`src/rtl/hazard_ctrl.sv`:
```
// hazard_ctrl -- pipeline hazard controller for the 5-stage MIPS core.
//
// Sits beside the ID stage. It detects load-use data hazards (EX, and
// optionally MEM), structural hazards on the multi-cycle divider, and
// external front-end holds. From these it drives the front-end write enables,
// the ID/EX bubble and the IF/ID flush. It also tracks divider occupancy and
// keeps a saturating count of stalled cycles.
//
// Parameters:
//   AW         register address width
//   LOAD_LAT   1: load result missing in EX only; 2: missing in EX and MEM
//   DIV_CYCLES divider occupancy in cycles after issue (>= 2)
//   CNT_W      stall counter width
//
// Ports:
//   clk, rst                      clock, synchronous active-high reset
//   id_rs, id_rt                  source fields of the ID instruction
//   id_use_rs, id_use_rt          ID instruction actually reads rs / rt
//   id_is_div, id_uses_hilo       ID is a divide/multiply, or touches HI/LO
//   id_redirect                   ID branch taken, or jump in ID
//   ex_rw, ex_mem_rd              EX destination register / EX is a load
//   mem_rw, mem_mem_rd            MEM destination register / MEM is a load
//   ext_stall                     external hold
//   pc_wr, if_id_wr               front-end write enables
//   id_ex_bubble                  load a NOP into ID/EX
//   if_id_flush                   discard the instruction fetched after a redirect
//   div_start                     one-cycle divider issue pulse
//   div_busy                      divider occupied (registered)
//   stall_cnt                     saturating stalled-cycle count (registered)
module hazard_ctrl #(
  parameter int AW         = 5,
  parameter int LOAD_LAT   = 1,
  parameter int DIV_CYCLES = 32,
  parameter int CNT_W      = 32
) (
  input  logic             clk,
  input  logic             rst,
  input  logic [AW-1:0]    id_rs,
  input  logic [AW-1:0]    id_rt,
  input  logic             id_use_rs,
  input  logic             id_use_rt,
  input  logic             id_is_div,
  input  logic             id_uses_hilo,
  input  logic             id_redirect,
  input  logic [AW-1:0]    ex_rw,
  input  logic             ex_mem_rd,
  input  logic [AW-1:0]    mem_rw,
  input  logic             mem_mem_rd,
  input  logic             ext_stall,
  output logic             pc_wr,
  output logic             if_id_wr,
  output logic             id_ex_bubble,
  output logic             if_id_flush,
  output logic             div_start,
  output logic             div_busy,
  output logic [CNT_W-1:0] stall_cnt
);

  localparam int DCW = $clog2(DIV_CYCLES + 1);

  typedef enum logic {IDLE, BUSY} div_state_t;

  div_state_t     state;
  logic [DCW-1:0] dcnt;

  logic ld_hz_ex;
  logic ld_hz_mem;
  logic div_hz;
  logic stall;

  // Register $0 is hard-wired to zero, so it can never carry a hazard.
  function automatic logic reg_match(input logic [AW-1:0] a, input logic [AW-1:0] b);
    return (a == b) && (a != '0);
  endfunction

  // Counter saturates at all-ones instead of wrapping.
  function automatic logic [CNT_W-1:0] sat_inc(input logic [CNT_W-1:0] v);
    return (&v) ? v : v + CNT_W'(1);
  endfunction

  assign ld_hz_ex = ex_mem_rd &&
                    ((id_use_rs && reg_match(id_rs, ex_rw)) ||
                     (id_use_rt && reg_match(id_rt, ex_rw)));

  // With a single-cycle load shadow the MEM stage always forwards in time.
  assign ld_hz_mem = (LOAD_LAT >= 2) && mem_mem_rd &&
                     ((id_use_rs && reg_match(id_rs, mem_rw)) ||
                      (id_use_rt && reg_match(id_rt, mem_rw)));

  assign div_hz = div_busy && (id_is_div || id_uses_hilo);
  assign stall  = ld_hz_ex || ld_hz_mem || div_hz || ext_stall;

  // Hazard outputs are combinational; reset forces the free-running values.
  // A redirect under stall is dropped: the branch is still in ID and will
  // present it again once the stall clears.
  always_comb begin
    pc_wr        = 1'b1;
    if_id_wr     = 1'b1;
    id_ex_bubble = 1'b0;
    if_id_flush  = 1'b0;
    div_start    = 1'b0;
    if (!rst) begin
      pc_wr        = !stall;
      if_id_wr     = !stall;
      id_ex_bubble = stall;
      if_id_flush  = id_redirect && !stall;
      div_start    = id_is_div && !stall;
    end
  end

  // Divider occupancy and stall counter. div_start can only fire in IDLE
  // because div_hz holds any divide back while BUSY.
  always_ff @(posedge clk) begin
    if (rst) begin
      state     <= IDLE;
      dcnt      <= '0;
      div_busy  <= 1'b0;
      stall_cnt <= '0;
    end else begin
      case (state)
        IDLE: begin
          if (div_start) begin
            state    <= BUSY;
            dcnt     <= DCW'(DIV_CYCLES);
            div_busy <= 1'b1;
          end
        end
        BUSY: begin
          dcnt <= dcnt - DCW'(1);
          if (dcnt == DCW'(1)) begin
            state    <= IDLE;
            div_busy <= 1'b0;
          end
        end
        default: begin
          state    <= IDLE;
          div_busy <= 1'b0;
        end
      endcase
      if (stall) stall_cnt <= sat_inc(stall_cnt);
    end
  end

endmodule

```
`config.mk`:
```
export PLATFORM = sky130hd
export DESIGN_NAME = hazard_ctrl
export DESIGN_NICKNAME = d
export VERILOG_FILES = /design/src/rtl/hazard_ctrl.sv
export SDC_FILE = /design/constraint.sdc
export NUM_CORES = 1
export LEC_CHECK = 0
export CORE_UTILIZATION = 50
export DETAILED_ROUTE_END_ITERATION = 16
export HOLD_SLACK_MARGIN = 0.02
export MAX_ROUTING_LAYER = met4
export PLACE_DENSITY = 0.85
export SLEW_MARGIN = 0
export SYNTH_ARGS = -nofsm -noshare
export SYNTH_HDL_FRONTEND = slang
export SYNTH_SLANG_ARGS = --single-unit
```
`constraint.sdc`:
```
create_clock -name clk -period 5.6 [get_ports clk]
set_input_delay 1.4 -clock clk [delete_from_list [all_inputs] [get_ports clk]]
set_output_delay 1.4 -clock clk [all_outputs]
set_load 0.01 [all_outputs]
```
==> impl_metrics.py <==
metrics = {
    "synth": {
        "yosysTopAreaCellShare_pct": 36.06,
        "yosys.area_share.simple_pct": 30.14,
        "synthXorXnorAreaFrac_pct": 3.549,
        "synthArstFlopShare_pct": 0,
        "seq_area_frac_synth_pct": 36.06,
        "synth_most_common_cell": "dfxtp_1",
        "synth_edf_count": 0,
        "synth_top_family_by_area": "simple AND/OR/NAND/NOR gates",
        "synth-main-ff-cell": "dfxtp_1",
        "ys_types": 50,
        "syn_area_per_cell_sq_um": 8.477,
        "syn_area_sq_um": 2221,
        "synth_common_cells": "dfxtp_1, a21oi_1, nand2_1, o31ai_1, or3_1",
        "synth.largest_area_cell": "dfxtp_1",
        "syn_nets": 295,
        "synth-seq-cells": 40,
        "synth.mux.area_fraction_pct": 0.4507,
        "synth_fa_ha_area_share_pct": 1.690,
        "synth_compound_area_share_pct": 21.97,
        "synth_warnings": 0,
        "synthCells": 262,
        "netlist_top_cells_area": "dfxtp_1, a21oi_1, o31ai_1",
    },
    "sta": {
        "fin_crit_ps": 5155,
        "tightest_slew_ps": 786.1,
        "drv_slew": 0,
        "final_hold_viol_count": 0,
        "fin_crit_sh_pct": 92.06,
        "fin_setup_tns_ps": 0,
        "relSlewSlack_pct": 47.40,
        "skew_ps": 7.413,
        "fmax_mhz": 194.0,
        "holdWs_ps": 502.0,
        "setup_viol": 0,
        "rsz0062_at_grt": "false",
    },
    "pwr": {
        "ir_worst_vdd_uv": 120.7,
        "switching_power_uw": 148.9,
        "leakagePower_nw": 0.9854,
        "comb_power_share_pct": 12.7,
        "p_per_area_nw_per_um2": 216.2,
        "p_int_uw": 487.6,
        "seq_power_share_pct": 46.9,
        "switching_share_pct": 23.39,
        "pwr-share-clk_pct": 40.5,
    },
    "placement": {
        "io_buffers": 61,
        "gp_congestion": 0.7620,
        "dp_hpwl_mm": 3.975,
    },
    "final_layout": {
        "num_antenna_cells": 0,
        "finalNetCount": 351,
        "area_growth_pct": 32.56,
        "drive_gt1_share_pct": 6.583,
        "fill_cells": 336,
    },
    "worst_setup_path": {
        "critical_path_class": "in -> out",
        "worstPathRequired_ps": 4200,
        "critPathLaunchType": "input pin",
        "crit_fanout": 7,
        "end_kind": "output pin",
        "worstPathArrival_ps": 3760,
    },
    "job": {
        "drv_cap": 0,
    },
    "detailed_routing": {
        "drc": 0,
        "drtIter0Drc": 113,
        "vias_per_cell": 5.976,
        "drtAntennaViolNets": 0,
        "drt_pass1_iterations": 4,
        "wl_per_cell_microns": 15.13,
        "vias": 2205,
        "drt_wl_total_mm": 5.583,
    },
    "clock_tree": {
        "root_buffer": "clkbuf_8",
        "cts_resized": 0,
        "cts_setup_buffers": 0,
        "h-tree-depth": 2,
        "clkTransAtPathRegs_ps": 80,
        "clkLatencyLatePin_ps": 290,
        "cts_tree": "done",
        "holdBufCountCts": 0,
        "clkSinkCount": 40,
        "cts_buffer_depth": 2,
        "cts_buffers": 5,
    },
    "grt": {
        "globalRouteOverflowTotal": 0,
        "grt_pass1_vias": 1978,
        "antenna_found_initial": 0,
        "grt_max_degree": 36,
        "grt_pass1_wl_mm": 8.549,
        "grt_util_all_layers_pct": 24.92,
    },
    "floorplanning": {
        "start_util_pct": 53.59,
        "io_pins": 68,
        "dieArea_sq_um": 4712,
        "die_y_microns": 68.65,
        "die_w_microns": 68.65,
        "core_sq_um": 4144,
        "rows": 23,
    },
    "status": {
        "status": "complete, no violations",
    },
    "min_path": {
        "hold_class": "reg -> reg",
    },
}
kinds of logic (layout without fill, tap and decap cells):
logic type,after synthesis,in the layout
AO/OA/AOI/OAI,76,76
XOR/XNOR,9,9
adder cells (fa/ha/maj),3,3
buffers and inverters,24,81
flip-flops,40,40
multiplexers,1,1
AND/OR/NAND/NOR,109,109
layer usage:
layer	global-route usage (%)	share of wire, %
met5	-	0
met4	7.552	1.0
met3	3.947	3.7
met2	45.47	52
met1	27.57	43
critical path, stage by stage:
cell and delay, ps:
clkdlybuf4s50_1 550, xor2_1 160, nor3_1 60, a311o_1 400
or2_1 350, nor3b_1 240, clkdlybuf4s50_1 580
sequential cells by signal (all words and copies together) (netlist names):
name	count
dcnt	6
div_busy	1
stall_cnt	32
state	1
cells in the final DEF (no fill, tap or decap), drive strengths merged, types with 2 or more instances in the layout:
| master | n |
|---|---|
| and4 | 3 |
| dfxtp | 40 |
| nor2 | 9 |
| xor2 | 9 |
| or3 | 15 |
| nor2b | 3 |
| nor4 | 4 |
| a21oi | 31 |
| o21bai | 2 |
| o31ai | 16 |
| nand3 | 13 |
| o21a | 3 |
| inv | 10 |
| nand2 | 16 |
| nor3b | 2 |
| clkbuf | 7 |
| o21ai | 16 |
| and3 | 8 |
| nand4 | 10 |
| or2 | 2 |
| and2 | 2 |
| clkdlybuf4s50 | 61 |
| or4 | 14 |
| nor3 | 5 |
| ha | 3 |
| buf | 2 |
path summary, 6_finish.rpt:
path / start / to / slack [ps] / cells past startpoint
worst min-delay path: stall_cnt[27]$_SDFFE_PP0P_ / stall_cnt[27]$_SDFFE_PP0P_ / 500 / 2
worst max register to register: stall_cnt[0]$_SDFFE_PP0P_ / stall_cnt[25]$_SDFFE_PP0P_ / 3070 / 8
worst min register to register: stall_cnt[27]$_SDFFE_PP0P_ / stall_cnt[27]$_SDFFE_PP0P_ / 500 / 2
worst max-delay path: ex_rw[2] / if_id_flush / 440 / 7
per-stage QoR:
| stage | utilization [%] | setup slack [ps] | cell area (sq um) | power (mW) | instances |
|---|---|---|---|---|---|
| finish | 71.04 | 444.6 | 2944 | 0.6365 | 369 |
| CTS | 71.04 | 437.5 | 2944 | 0.6394 | 369 |
| floorplan | - | 1488 | 2221 | 0.3519 | 262 |
| detailed placement | 68.00 | 452.9 | 2818 | 0.3849 | 361 |
| global placement | 68.00 | 482.0 | 2818 | 0.3811 | 361 |
| global route | 71.04 | 325.9 | 2944 | 0.6613 | 369 |
power groups by stage:
stage	Sequential (mW)	Combinational [mW]	Clock, mW
final	0.298	0.0806	0.258
after global routing	0.299	0.0877	0.274
after CTS	0.298	0.0810	0.260
after detailed placement	0.305	0.0802	0
after global placement	0.304	0.0771	0
after floorplan	0.304	0.0483	0
layout make-up:
type	count	area [sq um]	area share (%)
inverters	10	37.54	1.275
multi-input cells	198	1291	43.86
well taps	50	62.56	2.125
clock buffers	7	96.34	3.272
flip-flops and latches	40	800.8	27.20
repair buffers	63	625.6	21.25
clock inverters	1	30.03	1.020
(Power assumes the default switching activity.)
